**src/rtl/multu_sequencer.sv**
```systemverilog
// Iterative unsigned multiplier for MIPS multu; owns HI/LO and stalls mfhi/mflo and multu while busy.
// Optional MULTU_RADIX4_EN macro: radix-4 iteration (WIDTH/2 cycles) instead of radix-2 (WIDTH cycles).
module multu_sequencer #(
  parameter int unsigned WIDTH = 32
) (
  input  logic             clk,
  input  logic             reset,
  input  logic             start,
  input  logic [WIDTH-1:0] op_a,
  input  logic [WIDTH-1:0] op_b,
  input  logic             mf_req,
  output logic             busy,
  output logic             done,
  output logic             stall,
  output logic [WIDTH-1:0] hi,
  output logic [WIDTH-1:0] lo
);

`ifdef MULTU_RADIX4_EN
  localparam int unsigned ITERS = WIDTH / 2;
`else
  localparam int unsigned ITERS = WIDTH;
`endif
  localparam int unsigned CNT_W = $clog2(ITERS);
  localparam int unsigned ACC_W = 2 * WIDTH;

  if (WIDTH < 4 || (WIDTH % 2) != 0) begin : g_width_check
    $error("multu_sequencer: WIDTH must be even and at least 4");
  end

  typedef enum logic [1:0] {
    S_IDLE = 2'd0,
    S_RUN  = 2'd1,
    S_DONE = 2'd2
  } state_t;

  state_t           state;
  logic [WIDTH-1:0] mcand;
  logic [ACC_W-1:0] acc;
  logic [ACC_W-1:0] acc_next;
  logic [CNT_W-1:0] cnt;
  logic             accept;
  logic             last;

  // A start is only taken when no multiply is in flight (IDLE or DONE).
  assign accept = start & (state != S_RUN);
  assign last   = (cnt == CNT_W'(ITERS - 1));
  assign stall  = busy & (start | mf_req);

`ifdef MULTU_RADIX4_EN
  logic [WIDTH+1:0] mcand3;
  logic [WIDTH+1:0] addend;
  logic [WIDTH+1:0] sum;

  // 3*mcand is formed once at accept so each step is a single add.
  always_ff @(posedge clk or negedge reset) begin
    if (!reset) begin
      mcand3 <= '0;
    end else if (accept) begin
      mcand3 <= {2'b00, op_a} + {1'b0, op_a, 1'b0};
    end
  end

  // Retire two multiplier bits: add k*mcand for k=acc[1:0], then shift right by 2.
  always_comb begin
    addend = '0;
    case (acc[1:0])
      2'd1:    addend = {2'b00, mcand};
      2'd2:    addend = {1'b0, mcand, 1'b0};
      2'd3:    addend = mcand3;
      default: addend = '0;
    endcase
    sum      = {2'b00, acc[ACC_W-1:WIDTH]} + addend;
    acc_next = {sum, acc[WIDTH-1:2]};
  end
`else
  logic [WIDTH:0] addend;
  logic [WIDTH:0] sum;

  // Retire one multiplier bit; the add carry becomes the new accumulator MSB.
  always_comb begin
    addend   = acc[0] ? {1'b0, mcand} : (WIDTH + 1)'(0);
    sum      = {1'b0, acc[ACC_W-1:WIDTH]} + addend;
    acc_next = {sum, acc[WIDTH-1:1]};
  end
`endif

  // Sequencer FSM with registered busy/done and HI/LO written only on completion.
  always_ff @(posedge clk or negedge reset) begin
    if (!reset) begin
      state <= S_IDLE;
      busy  <= 1'b0;
      done  <= 1'b0;
      mcand <= '0;
      acc   <= '0;
      cnt   <= '0;
      hi    <= '0;
      lo    <= '0;
    end else begin
      case (state)
        S_IDLE, S_DONE: begin
          done  <= 1'b0;
          busy  <= 1'b0;
          state <= S_IDLE;
          if (accept) begin
            mcand <= op_a;
            acc   <= {{WIDTH{1'b0}}, op_b};
            cnt   <= '0;
            busy  <= 1'b1;
            state <= S_RUN;
          end
        end
        S_RUN: begin
          acc <= acc_next;
          if (last) begin
            hi    <= acc_next[ACC_W-1:WIDTH];
            lo    <= acc_next[WIDTH-1:0];
            cnt   <= '0;
            busy  <= 1'b0;
            done  <= 1'b1;
            state <= S_DONE;
          end else begin
            cnt <= cnt + CNT_W'(1);
          end
        end
        default: begin
          busy  <= 1'b0;
          done  <= 1'b0;
          state <= S_IDLE;
        end
      endcase
    end
  end

endmodule

```
**config.mk**
```make
export PLATFORM = sky130hd
export DESIGN_NAME = multu_sequencer
export DESIGN_NICKNAME = d
export VERILOG_FILES = /design/src/rtl/multu_sequencer.sv
export SDC_FILE = /design/constraint.sdc
export NUM_CORES = 1
export LEC_CHECK = 0
export CAP_MARGIN = 0
export CORE_ASPECT_RATIO = 0.5
export CORE_MARGIN = 5
export CORE_UTILIZATION = 40
export CTS_CLUSTER_SIZE = 8
export DETAILED_ROUTE_END_ITERATION = 8
export GPL_ROUTABILITY_DRIVEN = 0
export HOLD_SLACK_MARGIN = 0.1
export PLACE_DENSITY_LB_ADDON = 0.12
export REMOVE_ABC_BUFFERS = 1
export SETUP_SLACK_MARGIN = 0.1
export SLEW_MARGIN = 0
export SYNTH_ARGS = -nofsm -noshare
export SYNTH_HDL_FRONTEND = slang
export SYNTH_SLANG_ARGS = --single-unit
export TNS_END_PERCENT = 30
```
**constraint.sdc**
```tcl
create_clock -name clk -period 6.4 [get_ports clk]
set_input_delay 1.6 -clock clk [delete_from_list [all_inputs] [get_ports clk]]
set_output_delay 1.6 -clock clk [all_outputs]
set_load 0.01 [all_outputs]
```
# ---- Word level (Yosys, flattened, before mapping)
# Index checks and enable logic that the tools add are counted.
dict set report op_classes {
  magnitude_cmp 0
  eq_ne 6
  add_sub_neg 2
  n_bitwise 3
  n_mux 14
  shifts 0
  n_reduce_logical 6
  div_mod_pow 0
  multipliers 0
}
# operator n
set ops {}
lappend ops {{$pmux 64 s2} 1}
lappend ops {{$mux 64} 1}
lappend ops {{$add 32x32->33} 1}
lappend ops {{$mux 32} 1}
lappend ops {{$mux 5} 2}
lappend ops {{$pmux 5 s2} 1}
lappend ops {{$reduce_and 2->1} 3}
lappend ops {{$add 5x1->5 const B} 1}
lappend ops {{$eq 5x5->1 const B} 1}
lappend ops {{$mux 1} 5}
lappend ops {{$ne 2x2->1 const B} 2}
lappend ops {{$pmux 2 s2} 1}
lappend ops {{$and 1x1->1} 2}
lappend ops {{$eq 2x1->1 const B} 1}
lappend ops {{$eq 2x2->1 const B} 1}
lappend ops {{$logic_not 2->1} 1}
lappend ops {{$mux 2} 1}
lappend ops {{$ne 2x1->1 const B} 1}
lappend ops {{$pmux 1 s2} 1}
lappend ops {{$reduce_bool 2->1} 1}
lappend ops {{$reduce_or 2->1} 1}
lappend ops {{$or 1x1->1} 1}
dict set report totals {
  word_cells 39
  latch_bits 0
  regBits 169
  ramBits 0
  romBits 0
  out_inout_bits 67
  n_memories 0
}

# ---- Longest topological paths before layout
# Gate-level depths: netlist of run 1.
dict set report depth {
  ltp_word 4
  depth_mapped 12
}

# ---- Least setup slack after synthesis of run 1
# OpenSTA, ideal clock, no wires.
dict set report synth_path {
  kind {input-to-output}
  startpoint {in mf_req}
  endpoint {out stall}
  t_arrival_ns 1.796
  path_buffers 0
  required_time_ns 4.800
  cell_stages 1
  slack_ns 3.004
  path_cell_list {o21a_1}
}
dict set report synth_between {
  elab_chain_len 2
}
# element line
set synth_rtl {}
lappend synth_rtl {{from (decl)} 11} ;# input logic mf_req,
lappend synth_rtl {{$or 1x1->1} 48} ;# assign stall = busy & (start | mf_req);
lappend synth_rtl {{$and 1x1->1} 48}
lappend synth_rtl {{to (decl)} 14} ;# output logic stall,
# Every way passes these cells.

# ---- Final worst setup path of run 1
dict set report layout_path {
  startpoint {in start}
  endpoint {out stall}
}
dict set report layout_between {
  elab_chain_len 2
}
# element line
set layout_rtl {}
lappend layout_rtl {{from (decl)} 8} ;# input logic start,
lappend layout_rtl {{$or 1x1->1} 48}
lappend layout_rtl {{$and 1x1->1} 48}
# Every way passes these cells.

==> flow_metrics.py, run 1 <==
metrics = {
    "worst_setup_path": {
        "critPathRequiredTime_ns": 4.80,
        "cp_max_fo": 3,
        "slowest_stage": "clkdlybuf4s50_1",
        "slowest_delay_ns": 0.53,
        "cp.arrival_ns": 2.75,
        "cpMostUsedCell": "clkdlybuf4s50_1",
        "cp-end-kind": "primary output",
        "critPathKind": "primary input to primary output",
        "cp-start-kind": "primary input",
        "crit_family": "buffers and inverters",
        "worstPathCellList": "clkdlybuf4s50_1, o21a_1, clkdlybuf4s50_1",
        "crit_buf_inv": 2,
    },
    "clocking": {
        "numCtsBuffers": 17,
        "cts_sinks": 168,
        "cts-root-buf": "clkbuf_16",
        "cts_hold_buf": 0,
        "path_clk_slew_ns": 0.06,
        "clk_path_buf_depth": 2,
        "htreeDepth": 4,
        "cts-resized-gates": 0,
        "post_cts_buffers": 0,
        "insertion_delay_ns": 0.43,
        "cts_tree": "yes",
    },
    "sta": {
        "holdWs_ns": 0.468,
        "setup_viol": 0,
        "clock_skew_ns": 0.0109,
        "finalCritPeriodShare": 0.679,
        "slew_viol_final": 0,
        "maxSlewHeadroom": 0.370,
        "max_freq_mhz": 230,
        "worst_pin_slew_ns": 0.945,
        "rsz0062_at_grt": "no",
        "setup_tns_ns": 0,
        "min_period_ns": 4.35,
        "hold_viol": 0,
    },
    "die": {
        "design.die.area_um2": 24000,
        "start_util": 0.406,
        "die_y_um": 112,
        "core_area_um2": 20500,
        "die_w_um": 214,
        "io_pins": 135,
        "rows": 37,
    },
    "power": {
        "power.density_nw_per_um2": 544,
        "power_leakage_nw": 4.95,
        "finalPower_mw": 5.71,
        "irDropWorstVdd_mv": 0.202,
    },
    "yosys": {
        "synth_mux_area_frac": 0.0201,
        "synth_top_family_by_area": "simple AND/OR/NAND/NOR gates",
        "synthFlopType": "dfrtp_1",
        "ys_async_sr_fraction": 1.00,
        "synth-compound-area-share": 0.151,
        "yosys.area_share.simple": 0.214,
        "ys_seq_area_frac": 0.504,
        "yosys_warnings": 0,
        "synth_area_um2": 8340,
        "synthAdderAreaFrac": 0.0534,
        "synth.distinct_cells": 52,
        "synthXorXnorAreaFrac": 0.0294,
        "synth_edf_count": 0,
        "post_synth.cell_area_avg_um2": 9.14,
        "ys_seq_elements": 168,
        "syn_inst": 912,
    },
    "place": {
        "io_buffers": 134,
        "dpl.hpwl_um": 14200,
    },
    "grt": {
        "grt_max_degree": 82,
        "grt_pass1_vias": 6962,
        "grt_pass1_wl_um": 35800,
        "grt_usage": 0.183,
        "grt_antenna_before_repair": 0,
        "grt-ovfl-total": 0,
    },
    "route": {
        "vias": 6750,
        "via_per_inst": 5.16,
        "routedWlPerCell_um": 16.6,
        "routed_wl_um": 21700,
        "drc": 0,
        "drt_first_pass_iters": 5,
        "ant_nets": 0,
        "drtIter0Drc": 309,
    },
    "cells_and_area": {
        "fin_util": 0.511,
        "layout_common_cells": "nand2_1, dfrtp_1, clkdlybuf4s50_1",
        "layout_commonest_cell": "nand2_1",
        "syn_to_final_growth_pct": 25.8,
        "drive_above_1_share": 0.0638,
        "nets": 1124,
        "num_antenna_cells": 0,
    },
    "status": {
        "status": "complete, no violations",
    },
    "flow_run": {
        "cap_violations": 0,
    },
    "worst_hold_path": {
        "min_path_type": "flip-flop to flip-flop",
    },
}
==> worst paths after layout <==
kind                       startpoint         to  slack, ns  depth (start not counted)
min in group asynchronous       reset      hi[6]       1.21                          1
setup reg to reg               acc[0]    acc[61]       2.57                         12
max in group asynchronous       reset     lo[29]       4.03                          2
hold reg to reg             mcand[14]  mcand[14]       0.47                          2
setup / recovery                start      stall       2.05                          3
hold / removal              mcand[14]  mcand[14]       0.47                          2
==> worst min-delay path, stage by stage, from the launching register on <==
cell     delay, ns
dfrtp_1       0.34
nand2_1       0.05
nand2_1       0.05
==> final cells by class <==
class                           count  area [µm²]
Timing Repair Buffer              142        1400
Multi-Input combinational cell    682        3920
Fill cell                        1904       10000
Clock buffer                       23         488
Inverter                           10        37.5
Tap cell                          273         342
Clock inverter                      9        91.3
Sequential cell                   168        4200
==> power by group <==
part	total [mW]	leakage (nW)	internal [mW]	switching, mW
clock	1.02	0.272	0.579	0.440
sequential	1.92	2.03	1.58	0.335
combinational	2.77	2.65	1.27	1.50
total	5.71	4.95	3.43	2.28
==> registers in the layout (all words and copies together) (netlist names) <==
signal and cells:
acc 64, busy 1, cnt 5, done 1
hi 32, lo 32, mcand 32, state 1
==> stage by stage <==
stage / cell area, µm² / instances / setup slack, ns
2_1_floorplan: 8140 / 860 / 0.114
3_3_place_gp: 9910 / 1275 / 2.05
3_5_place_dp: 9910 / 1275 / 2.06
4_1_cts: 10500 / 1307 / 2.04
5_1_grt: 10500 / 1307 / 2.01
6_report: 10500 / 1307 / 2.05
==> logic make-up (layout without fill, tap and decap cells) <==
kind of cell,Yosys count,after routing
compound gates,178,178
simple gates,426,426
buf+inv,62,184
flops,168,168
mux,15,15
xor+xnor,28,28
fa+ha+maj,35,35
==> metal layers <==
layer	wire (µm)	GRT usage	up-vias
met5	0	0	-
met4	295	0.0502	0
met3	963	0.0480	23
met2	9820	0.290	140
met1	10600	0.251	3281
li1	-	-	3306
==> Yosys cell counts (all sizes together) (2+ instances only) <==
| cell type | instances | area [µm²] |
|---|---|---|
| or3 | 2 | 12.5 |
| a22o | 27 | 236 |
| o21bai | 7 | 52.6 |
| inv | 9 | 33.8 |
| nor2 | 19 | 71.3 |
| a211oi | 4 | 35.0 |
| o31ai | 5 | 42.5 |
| nand4 | 14 | 87.6 |
| a21oi | 36 | 184 |
| clkbuf | 42 | 158 |
| a21o | 13 | 97.6 |
| nor3 | 6 | 30.0 |
| mux2 | 14 | 158 |
| dfrtp | 168 | 4200 |
| o21a | 3 | 22.5 |
| a41oi | 2 | 36.3 |
| or4 | 2 | 15.0 |
| nand2 | 328 | 1230 |
| a22oi | 32 | 240 |
| xor2 | 9 | 78.8 |
| a21boi | 3 | 22.5 |
| buf | 10 | 40.0 |
| nand3 | 9 | 45.0 |
| o211ai | 3 | 22.5 |
| nor2b | 4 | 25.0 |
| and2 | 31 | 194 |
| ha | 34 | 425 |
| nand2b | 4 | 25.0 |
| a31oi | 4 | 40.0 |
| o21ai | 34 | 181 |
| and3 | 4 | 26.3 |
| xnor2 | 19 | 166 |
(Power assumes the default switching activity.)
==> inputs of run 2 (changes only) <==
==> constraint.sdc (replaced) <==
create_clock -name clk -period 4.26 [get_ports clk]
set_input_delay 1.065 -clock clk [delete_from_list [all_inputs] [get_ports clk]]
set_output_delay 1.065 -clock clk [all_outputs]
set_load 0.01 [all_outputs]
==> flow_metrics.py, run 2 (same netlist as run 1, synthesis figures left out) <==
metrics = {
    "status": {
        "status": "complete, no violations",
    },
    "route": {
        "drtIter0Drc": 281,
        "via_per_inst": 5.16,
        "vias": 6751,
        "drc": 0,
        "drt_first_pass_iters": 4,
        "routed_wl_um": 21600,
        "routedWlPerCell_um": 16.5,
        "ant_nets": 0,
    },
    "sta": {
        "hold_viol": 0,
        "setup_ws_ns": 0.971,
        "finalCritPeriodShare": 0.772,
        "maxSlewHeadroom": 0.285,
        "max_freq_mhz": 304,
        "worst_pin_slew_ns": 1.07,
        "setup_viol": 0,
        "min_period_ns": 3.29,
        "clock_skew_ns": 0.0140,
        "holdWs_ns": 0.469,
        "rsz0062_at_grt": "no",
        "slew_viol_final": 0,
    },
    "die": {
        "rows": 37,
        "start_util": 0.406,
        "die_y_um": 112,
        "core_area_um2": 20500,
        "design.die.area_um2": 24000,
        "io_pins": 135,
        "die_w_um": 214,
    },
    "cells_and_area": {
        "largest_register_ffs": 64,
        "fin_util": 0.514,
        "nets": 1126,
        "drive_above_1_share": 0.0657,
        "num_antenna_cells": 0,
        "layout_common_cells": "nand2_1, dfrtp_1, clkdlybuf4s50_1",
        "largest_register": "acc",
        "layout_commonest_cell": "nand2_1",
        "syn_to_final_growth_pct": 26.4,
    },
    "place": {
        "pre_cts_ws_ns": 0.965,
        "dpl.hpwl_um": 14300,
        "io_buffers": 134,
    },
    "clocking": {
        "cts_sinks": 168,
        "post_cts_buffers": 0,
        "path_clk_slew_ns": 0.06,
        "numCtsBuffers": 17,
        "cts_tree": "yes",
        "cts-resized-gates": 0,
        "cts-root-buf": "clkbuf_16",
        "htreeDepth": 4,
        "clk_path_buf_depth": 2,
        "cts_hold_buf": 0,
        "insertion_delay_ns": 0.43,
    },
    "worst_setup_path": {
        "critPathKind": "primary input to primary output",
        "slowest_delay_ns": 0.53,
        "cp_num_cells": 3,
        "cp-start-kind": "primary input",
        "cp_max_fo": 3,
        "critPathRequiredTime_ns": 3.19,
        "cp.arrival_ns": 2.22,
        "cp-end-kind": "primary output",
        "rr_worst_depth": 12,
        "slowest_stage": "clkdlybuf4s50_1",
        "worstPathCellList": "clkdlybuf4s50_1, o21a_1, clkdlybuf4s50_1",
        "crit_buf_inv": 2,
        "crit_family": "buffers and inverters",
        "cpMostUsedCell": "clkdlybuf4s50_1",
    },
    "power": {
        "finalPower_mw": 8.63,
        "comb_power_share": 0.488,
        "irDropWorstVdd_mv": 0.277,
        "switching_share": 0.395,
        "power.density_nw_per_um2": 819,
        "seq_power_share": 0.331,
        "cellInternalPower_mw": 5.22,
        "net-switching-power_mw": 3.41,
        "clkPwrFrac": 0.181,
        "power_leakage_nw": 4.99,
    },
    "flow_run": {
        "cap_violations": 0,
    },
    "grt": {
        "grt_pass1_wl_um": 36300,
        "grt-ovfl-total": 0,
        "grt_max_degree": 89,
        "grt_pass1_vias": 6977,
        "grt_usage": 0.185,
        "grt_antenna_before_repair": 0,
    },
    "worst_hold_path": {
        "min_path_type": "flip-flop to flip-flop",
        "min_path_cells": 2,
    },
}
==> run 2: path summary, 6_finish.rpt <==
path	from	end	slack (ns)
worst max-delay path	start	stall	0.97
worst min-delay path	mcand[0]	mcand[0]	0.47
worst max register to register	acc[0]	hi[27]	0.98
worst min register to register	mcand[0]	mcand[0]	0.47
max in group asynchronous	reset	mcand[24]	2.63
min in group asynchronous	reset	lo[21]	0.67
==> run 2: area by class of cell <==
class                      instances  area, µm²
clock inverter                    10        121
sequential                       168       4200
multi-input combinational        682       3920
clock buffer                      21        470
fill                            1902       9970
inverter                          10       37.5
tap                              273        342
timing repair buffer             144       1440
==> run 2: power groups by stage <==
stage	Combinational, mW	Sequential, mW	Clock (mW)
final	4.21	2.86	1.56
after global routing	4.70	2.97	1.67
after CTS	4.25	2.87	1.60
after detailed placement	4.23	2.88	0
after global placement	4.16	2.87	0
after floorplan	2.67	2.89	0
==> run 2: per-stage QoR <==
step	std cells	TNS, ns	cell area [µm²]
6_report	1308	0	10500
5_1_grt	1308	0	10500
4_1_cts	1308	0	10500
3_5_place_dp	1277	0	9950
3_3_place_gp	1277	0	9950
2_1_floorplan	860	-151.79	8140
==> run 2: metal layers <==
metal  global-route usage  routed length (µm)  share of wire  vias to the layer above
met5                    0                   0              0                        -
met4               0.0523                 339          0.016                        0
met3               0.0439                 796          0.037                       23
met2                0.294                9740           0.45                      118
met1                0.257               10700           0.50                     3294
li1                     -                   -              -                     3316
==> run 2: worst min-delay path: stages, from the launching register on <==
cell and delay [ns]:
dfrtp_1 0.33, nand2_1 0.05, nand2_1 0.06
